### config.mk
export PLATFORM = sky130hd
export DESIGN_NAME = irq_perturbation_gen
export DESIGN_NICKNAME = d
export VERILOG_FILES = /design/src/rtl/irq_perturbation_gen.sv
export SDC_FILE = /design/constraint.sdc
export NUM_CORES = 1
export LEC_CHECK = 0
export BUFFER_PORTS_ARGS = -buffer_cell sky130_fd_sc_hd__clkbuf_2
export CAP_MARGIN = 20
export CORE_MARGIN = 2
export CORE_UTILIZATION = 49
export DETAILED_ROUTE_END_ITERATION = 8
export HOLD_SLACK_MARGIN = 0.05
export PLACE_DENSITY = 0.86
export SYNTH_ARGS = -nofsm -noshare
export SYNTH_HDL_FRONTEND = slang
export SYNTH_SLANG_ARGS = --single-unit
### constraint.sdc
create_clock -name clk_i -period 5.6 [get_ports clk_i]
set_input_delay 0.28 -clock clk_i [delete_from_list [all_inputs] [get_ports clk_i]]
set_output_delay 0.28 -clock clk_i [all_outputs]
set_load 0.02 [all_outputs]
### src/rtl/irq_perturbation_gen.sv
// -----------------------------------------------------------------------------
// irq_perturbation_gen
//
// Interrupt-stimulus stage of the testbench perturbation module. It turns a
// 32-bit perturbation mode code into single interrupt requests, with an ID,
// towards the core. Each request is held until the core acknowledges it with
// the matching ID.
//
// Mode codes: 1 STANDARD (never triggers), 2 RANDOM (LFSR driven),
//             3 PC_TRIG (PC match), 4 SOFTWARE_DEFINED (sw pulse).
//             Any other code behaves as STANDARD.
//
// Ports:
//   clk_i, rst_i        clock, synchronous active-high reset
//   mode_i              perturbation mode code, sampled only while idle
//   delay_i             trigger-to-request delay for PC_TRIG / SOFTWARE_DEFINED
//   pc_i, pc_valid_i    core ID-stage PC and its valid strobe
//   pc_trig_i           trigger PC, pc_trig_id_i ID issued on a PC match
//   sw_irq_req_i        one-cycle software trigger, sw_irq_id_i its ID
//   irq_ack_i           core acknowledge, irq_ack_id_i acknowledged ID
//   irq_o, irq_id_o     interrupt request and its ID
//   busy_o              high whenever a request is being delayed/held/released
//   ack_err_o           sticky flag: an acknowledge carried the wrong ID
//
// Optional build macro IRQ_PERTURBATION_STATS_EN adds:
//   irq_count_o [31:0]  number of correctly acknowledged interrupts (wraps)
//   max_lat_o   [15:0]  largest request-to-ack cycle count (saturates)
// -----------------------------------------------------------------------------
module irq_perturbation_gen #(
    parameter int          NUM_IRQ      = 32,
    parameter int          IRQ_ID_WIDTH = $clog2(NUM_IRQ),
    parameter logic [15:0] LFSR_SEED    = 16'hACE1
) (
    input  logic                    clk_i,
    input  logic                    rst_i,
    input  logic [31:0]             mode_i,
    input  logic [7:0]              delay_i,
    input  logic [31:0]             pc_i,
    input  logic                    pc_valid_i,
    input  logic [31:0]             pc_trig_i,
    input  logic [IRQ_ID_WIDTH-1:0] pc_trig_id_i,
    input  logic                    sw_irq_req_i,
    input  logic [IRQ_ID_WIDTH-1:0] sw_irq_id_i,
    input  logic                    irq_ack_i,
    input  logic [IRQ_ID_WIDTH-1:0] irq_ack_id_i,
    output logic                    irq_o,
    output logic [IRQ_ID_WIDTH-1:0] irq_id_o,
    output logic                    busy_o,
    output logic                    ack_err_o
`ifdef IRQ_PERTURBATION_STATS_EN
    ,
    output logic [31:0]             irq_count_o,
    output logic [15:0]             max_lat_o
`endif
);

    localparam logic [31:0] MODE_RANDOM  = 32'd2;
    localparam logic [31:0] MODE_PC_TRIG = 32'd3;
    localparam logic [31:0] MODE_SW      = 32'd4;

    typedef enum logic [1:0] {IDLE, DELAY, REQ, HOLDOFF} state_t;

    state_t                  state;
    logic [15:0]             lfsr;
    logic                    lfsr_fb;
    logic [7:0]              dly_cnt;
    logic [IRQ_ID_WIDTH-1:0] pend_id;

    logic                    trig;
    logic [IRQ_ID_WIDTH-1:0] trig_id;
    logic [7:0]              trig_dly;
    logic                    ack_ok;

    // x^16 + x^14 + x^13 + x^11 + 1, Fibonacci form shifting left
    assign lfsr_fb = lfsr[15] ^ lfsr[13] ^ lfsr[12] ^ lfsr[10];

    assign ack_ok = (state == REQ) && irq_ack_i && (irq_ack_id_i == pend_id);

    // Trigger source selection; only consulted while idle.
    always_comb begin
        trig     = 1'b0;
        trig_id  = '0;
        trig_dly = '0;
        case (mode_i)
            MODE_RANDOM: begin
                trig     = (lfsr[3:0] == 4'd0);
                trig_id  = lfsr[IRQ_ID_WIDTH+3:4];
                trig_dly = {4'd0, lfsr[15:12]};
            end
            MODE_PC_TRIG: begin
                trig     = pc_valid_i && (pc_i == pc_trig_i);
                trig_id  = pc_trig_id_i;
                trig_dly = delay_i;
            end
            MODE_SW: begin
                trig     = sw_irq_req_i;
                trig_id  = sw_irq_id_i;
                trig_dly = delay_i;
            end
            default: ;
        endcase
    end

    // Request FSM with registered outputs. irq_o rises on the edge that enters
    // REQ, so a delay of d gives d+1 cycles from trigger to request.
    always_ff @(posedge clk_i) begin
        if (rst_i) begin
            state     <= IDLE;
            lfsr      <= LFSR_SEED;
            dly_cnt   <= '0;
            irq_o     <= 1'b0;
            irq_id_o  <= '0;
            busy_o    <= 1'b0;
            ack_err_o <= 1'b0;
        end else begin
            lfsr <= {lfsr[14:0], lfsr_fb};
            case (state)
                IDLE: begin
                    if (trig) begin
                        pend_id <= trig_id;
                        busy_o  <= 1'b1;
                        if (trig_dly == 8'd0) begin
                            state    <= REQ;
                            irq_o    <= 1'b1;
                            irq_id_o <= trig_id;
                        end else begin
                            state   <= DELAY;
                            dly_cnt <= trig_dly;
                        end
                    end
                end
                DELAY: begin
                    dly_cnt <= dly_cnt - 8'd1;
                    if (dly_cnt == 8'd1) begin
                        state    <= REQ;
                        irq_o    <= 1'b1;
                        irq_id_o <= pend_id;
                    end
                end
                REQ: begin
                    if (ack_ok) begin
                        state <= HOLDOFF;
                        irq_o <= 1'b0;
                    end else if (irq_ack_i) begin
                        ack_err_o <= 1'b1;
                    end
                end
                HOLDOFF: begin
                    // guaranteed low cycle between consecutive requests
                    state  <= IDLE;
                    busy_o <= 1'b0;
                end
                default: state <= IDLE;
            endcase
        end
    end

`ifdef IRQ_PERTURBATION_STATS_EN
    logic [15:0] lat_cnt;
    logic [15:0] lat_now;

    // latency including the current REQ cycle, saturating
    assign lat_now = (lat_cnt == 16'hFFFF) ? 16'hFFFF : lat_cnt + 16'd1;

    always_ff @(posedge clk_i) begin
        if (rst_i) begin
            irq_count_o <= '0;
            max_lat_o   <= '0;
            lat_cnt     <= '0;
        end else if (state == REQ) begin
            if (ack_ok) begin
                irq_count_o <= irq_count_o + 32'd1;
                lat_cnt     <= '0;
                if (lat_now > max_lat_o) begin
                    max_lat_o <= lat_now;
                end
            end else begin
                lat_cnt <= lat_now;
            end
        end else begin
            lat_cnt <= '0;
        end
    end
`endif

endmodule

==> summary.txt <==
Global routing
  – First-pass GRT wire length: 10500 um
  – Overall Global Routing Usage: 24.4%
  – Vias in the first global route: 2458
  – Antenna violations before repair: 0
  – Largest net degree at the start of global routing: 35
  – Overflow after GRT: 0

Outcome
  – Outcome: completed

Logic synthesis
  – Post-synth EDFFs: 5
  – Sequential element share of the synthesized area: 33.8%
  – Yosys warns: 0
  – Mapped cell area: 0.00245 mm^2
  – Synthesized Nets: 410
  – Synth Area per Inst: 8.77 um^2
  – Synth Area in Compound Gates: 16.6%
  – Top FF cell, synth: dfxtp_1
  – Largest family of logic cells by synthesized area: simple AND/OR/NAND/NOR gates
  – Synth Area in Simple Gates: 23.2%
  – Yosys cell types: 52
  – #FFs+latches synth: 39
  – Xor and xnor area share after synthesis: 15.3%
  – Post-synthesis mux area share: 4.54%
  – Post-synth ARST share: 0%
  – Cells after synthesis: 280
  – Adder-cell share of the synthesized area: 3.06%

STA
  – Hold WS: 0.224 ns
  – Hold Vio Cnt, Final: 0
  – Fin. max-slew vios: 0
  – Fmax: 400 MHz
  – Setup violators final: 0
  – RSZ-0062 raised after global routing: no
  – Worst Max-Slew Pin Slew: 0.650 ns
  – Period utilisation layout: 44.6%
  – TNS Setup: 0 ns
  – Slew headroom: 56.7%
  – Skew final: 0.00500 ns
  – Crit path time final: 2.50 ns
  – Setup ws final: 3.10 ns

Worst setup path
  – CP Launch Type: input port
  – Setup crit end kind: flop
  – R2r worst-path depth: 7
  – CP arrival: 2.71 ns
  – Worst Path Required: 5.81 ns
  – WS Path Type: in -> reg
  – Max FO, Critical Path: 12

Route
  – Routed Antenna Nets: 0
  – Detailed Route WL: 6350 um
  – Via/cell ratio: 5.30
  – Detailed Routing Iterations Pass 1: 4
  – DR vias: 2527
  – Initial DRC Count: 101
  – Drc violations: 0
  – DR WL/cell: 13.3 um

Clocking
  – Worst-skew pair later-pin latency: 0.30 ns
  – CTS tree: done
  – Clock Pin Slew Worst Setup and Hold Paths: 0.08 ns
  – CTS Sinks: 39
  – H-tree lvl count: 2
  – CTS hold repair buffers: 0
  – Setup bufs post-CTS: 0
  – Root buf cell: clkbuf_8
  – Cts repair resizes: 0
  – Max clock buf depth: 2
  – CTS buffer count: 5

Power and ir drop
  – Internal Dissipation: 0.576 mW
  – Sw Pwr: 0.269 mW
  – Comb power frac: 32.3%
  – Power Total: 0.845 mW
  – Leak pwr: 1.43 nW
  – Pwr Density: 258 mW/mm^2
  – Clock power frac: 28.2%
  – Reg power frac: 39.5%
  – Sw Share: 31.9%
  – Peak supply drop: 0.137 mV

Finish
  – Most frequent cells in the layout: clkbuf_2 (131), xnor2_1 (35), dfxtp_1 (34), nor2_1 (26), a21oi_1 (18)
  – Layout Cells excl Fill: 477
  – Antenna Cells: 0
  – Layout cell share with drive strength beyond 1: 37.8%
  – Area growth syn-to-layout: 33.3%
  – Commonest non-fill, non-tap cell in the layout: clkbuf_2
  – Post-Route Utilization: 68.4%
  – Final Cell Area: 0.00327 mm^2
  – Final nets: 539

Floorplan
  – Die area: 0.00559 mm^2
  – I/O pin cnt: 132
  – # rows: 25
  – Die height: 74.8 um
  – Core area: 0.00479 mm^2
  – Die X: 74.8 um
  – Starting Density: 51.3%

Placement
  – Port Buffers: 131
  – Gp weighted congestion: 0.883
  – Worst slack, placed: 2.84 ns
  – Dpl cell area: 0.00316 mm^2
  – Placed instance count: 469
  – Hpwl dp: 5200 um

Hold path
  – Hold Path Depth: 3
  – Worst hold path class: in -> reg

Flow run
  – Max_cap viols: 0
-- layer usage --
layer,track usage (%),vias to the layer above,wire [um]
met4,10.5,0,133
li1,-,1277,-
met1,30.4,1136,2680
met5,0,-,0
met3,5.09,14,416
met2,41.2,100,3120
-- synth_stat cells, types with 3 or more instances --
library cell / count / share of area [%]
a211oi_1: 5 / 1.5
a21oi_1: 18 / 3.7
a22oi_1: 6 / 1.8
a311oi_1: 6 / 2.1
clkbuf_1: 7 / 1.1
dfxtp_1: 34 / 28
edfxtp_1: 5 / 6.1
ha_1: 6 / 3.1
inv_1: 10 / 1.5
mux2i_1: 10 / 4.1
nand2_1: 11 / 1.7
nand2b_1: 3 / 0.76
nand3_1: 4 / 0.82
nand4_1: 10 / 2.5
nor2_1: 26 / 4.0
nor2b_1: 8 / 2.0
nor3_1: 8 / 1.6
nor4_1: 13 / 3.3
or2_2: 7 / 1.8
or3_1: 4 / 1.0
xnor2_1: 35 / 12
xor2_1: 8 / 2.9
-- path summary, 6_finish.rpt --
| path | endpoint | startpoint | slack (ns) |
|---|---|---|---|
| max | dly_cnt[2] | mode_i[12] | 3.10 |
| min | ack_err_o | irq_ack_i | 0.22 |
| max reg2reg | state[0] | dly_cnt[3] | 3.24 |
| min reg2reg | lfsr[10] | lfsr[9] | 0.42 |
-- layout make-up --
type,instances,area (um^2)
multi-input combinational,220,1540
clock inverter,3,43.8
sequential,39,831
fill,379,1510
tap,67,83.8
clock buffer,5,68.8
timing repair buffer,132,663
inverter,11,41.3
-- power by group through the flow --
stage          Sequential [mW]  Combinational (mW)  Clock (mW)
2_1_floorplan            0.344               0.174           0
3_3_place_gp             0.338               0.264           0
3_5_place_dp             0.339               0.270           0
4_1_cts                  0.333               0.273       0.240
5_1_grt                  0.337               0.304       0.254
6_report                 0.334               0.273       0.238
-- critical path, cell delays in order --
cell and delay, ns:
clkbuf_2 0.09, nor4_1 0.33, nand4_1 0.24, or2_1 0.42, or3_1 0.53, o21ai_2 0.47, a21oi_1 0.13, a211oi_1 0.22
-- kinds of logic (layout without fill, tap and decap cells) --
family,after synthesis,in the layout
AOI/OAI and AO/OA,55,55
xor gates and xnor gates,43,43
adders and majority gates,6,6
buffers and inverters,21,151
DFF,39,39
muxes,11,11
and+or+nand+nor,105,105
-- state kept, by name, summed over array words and instances (netlist names) --
name	flops
lfsr	16
irq_o	1
ack_err_o	1
pend_id	5
dly_cnt	8
irq_id_o	5
busy_o	1
state	2
No activity file was read; power rests on OpenSTA's default activity.
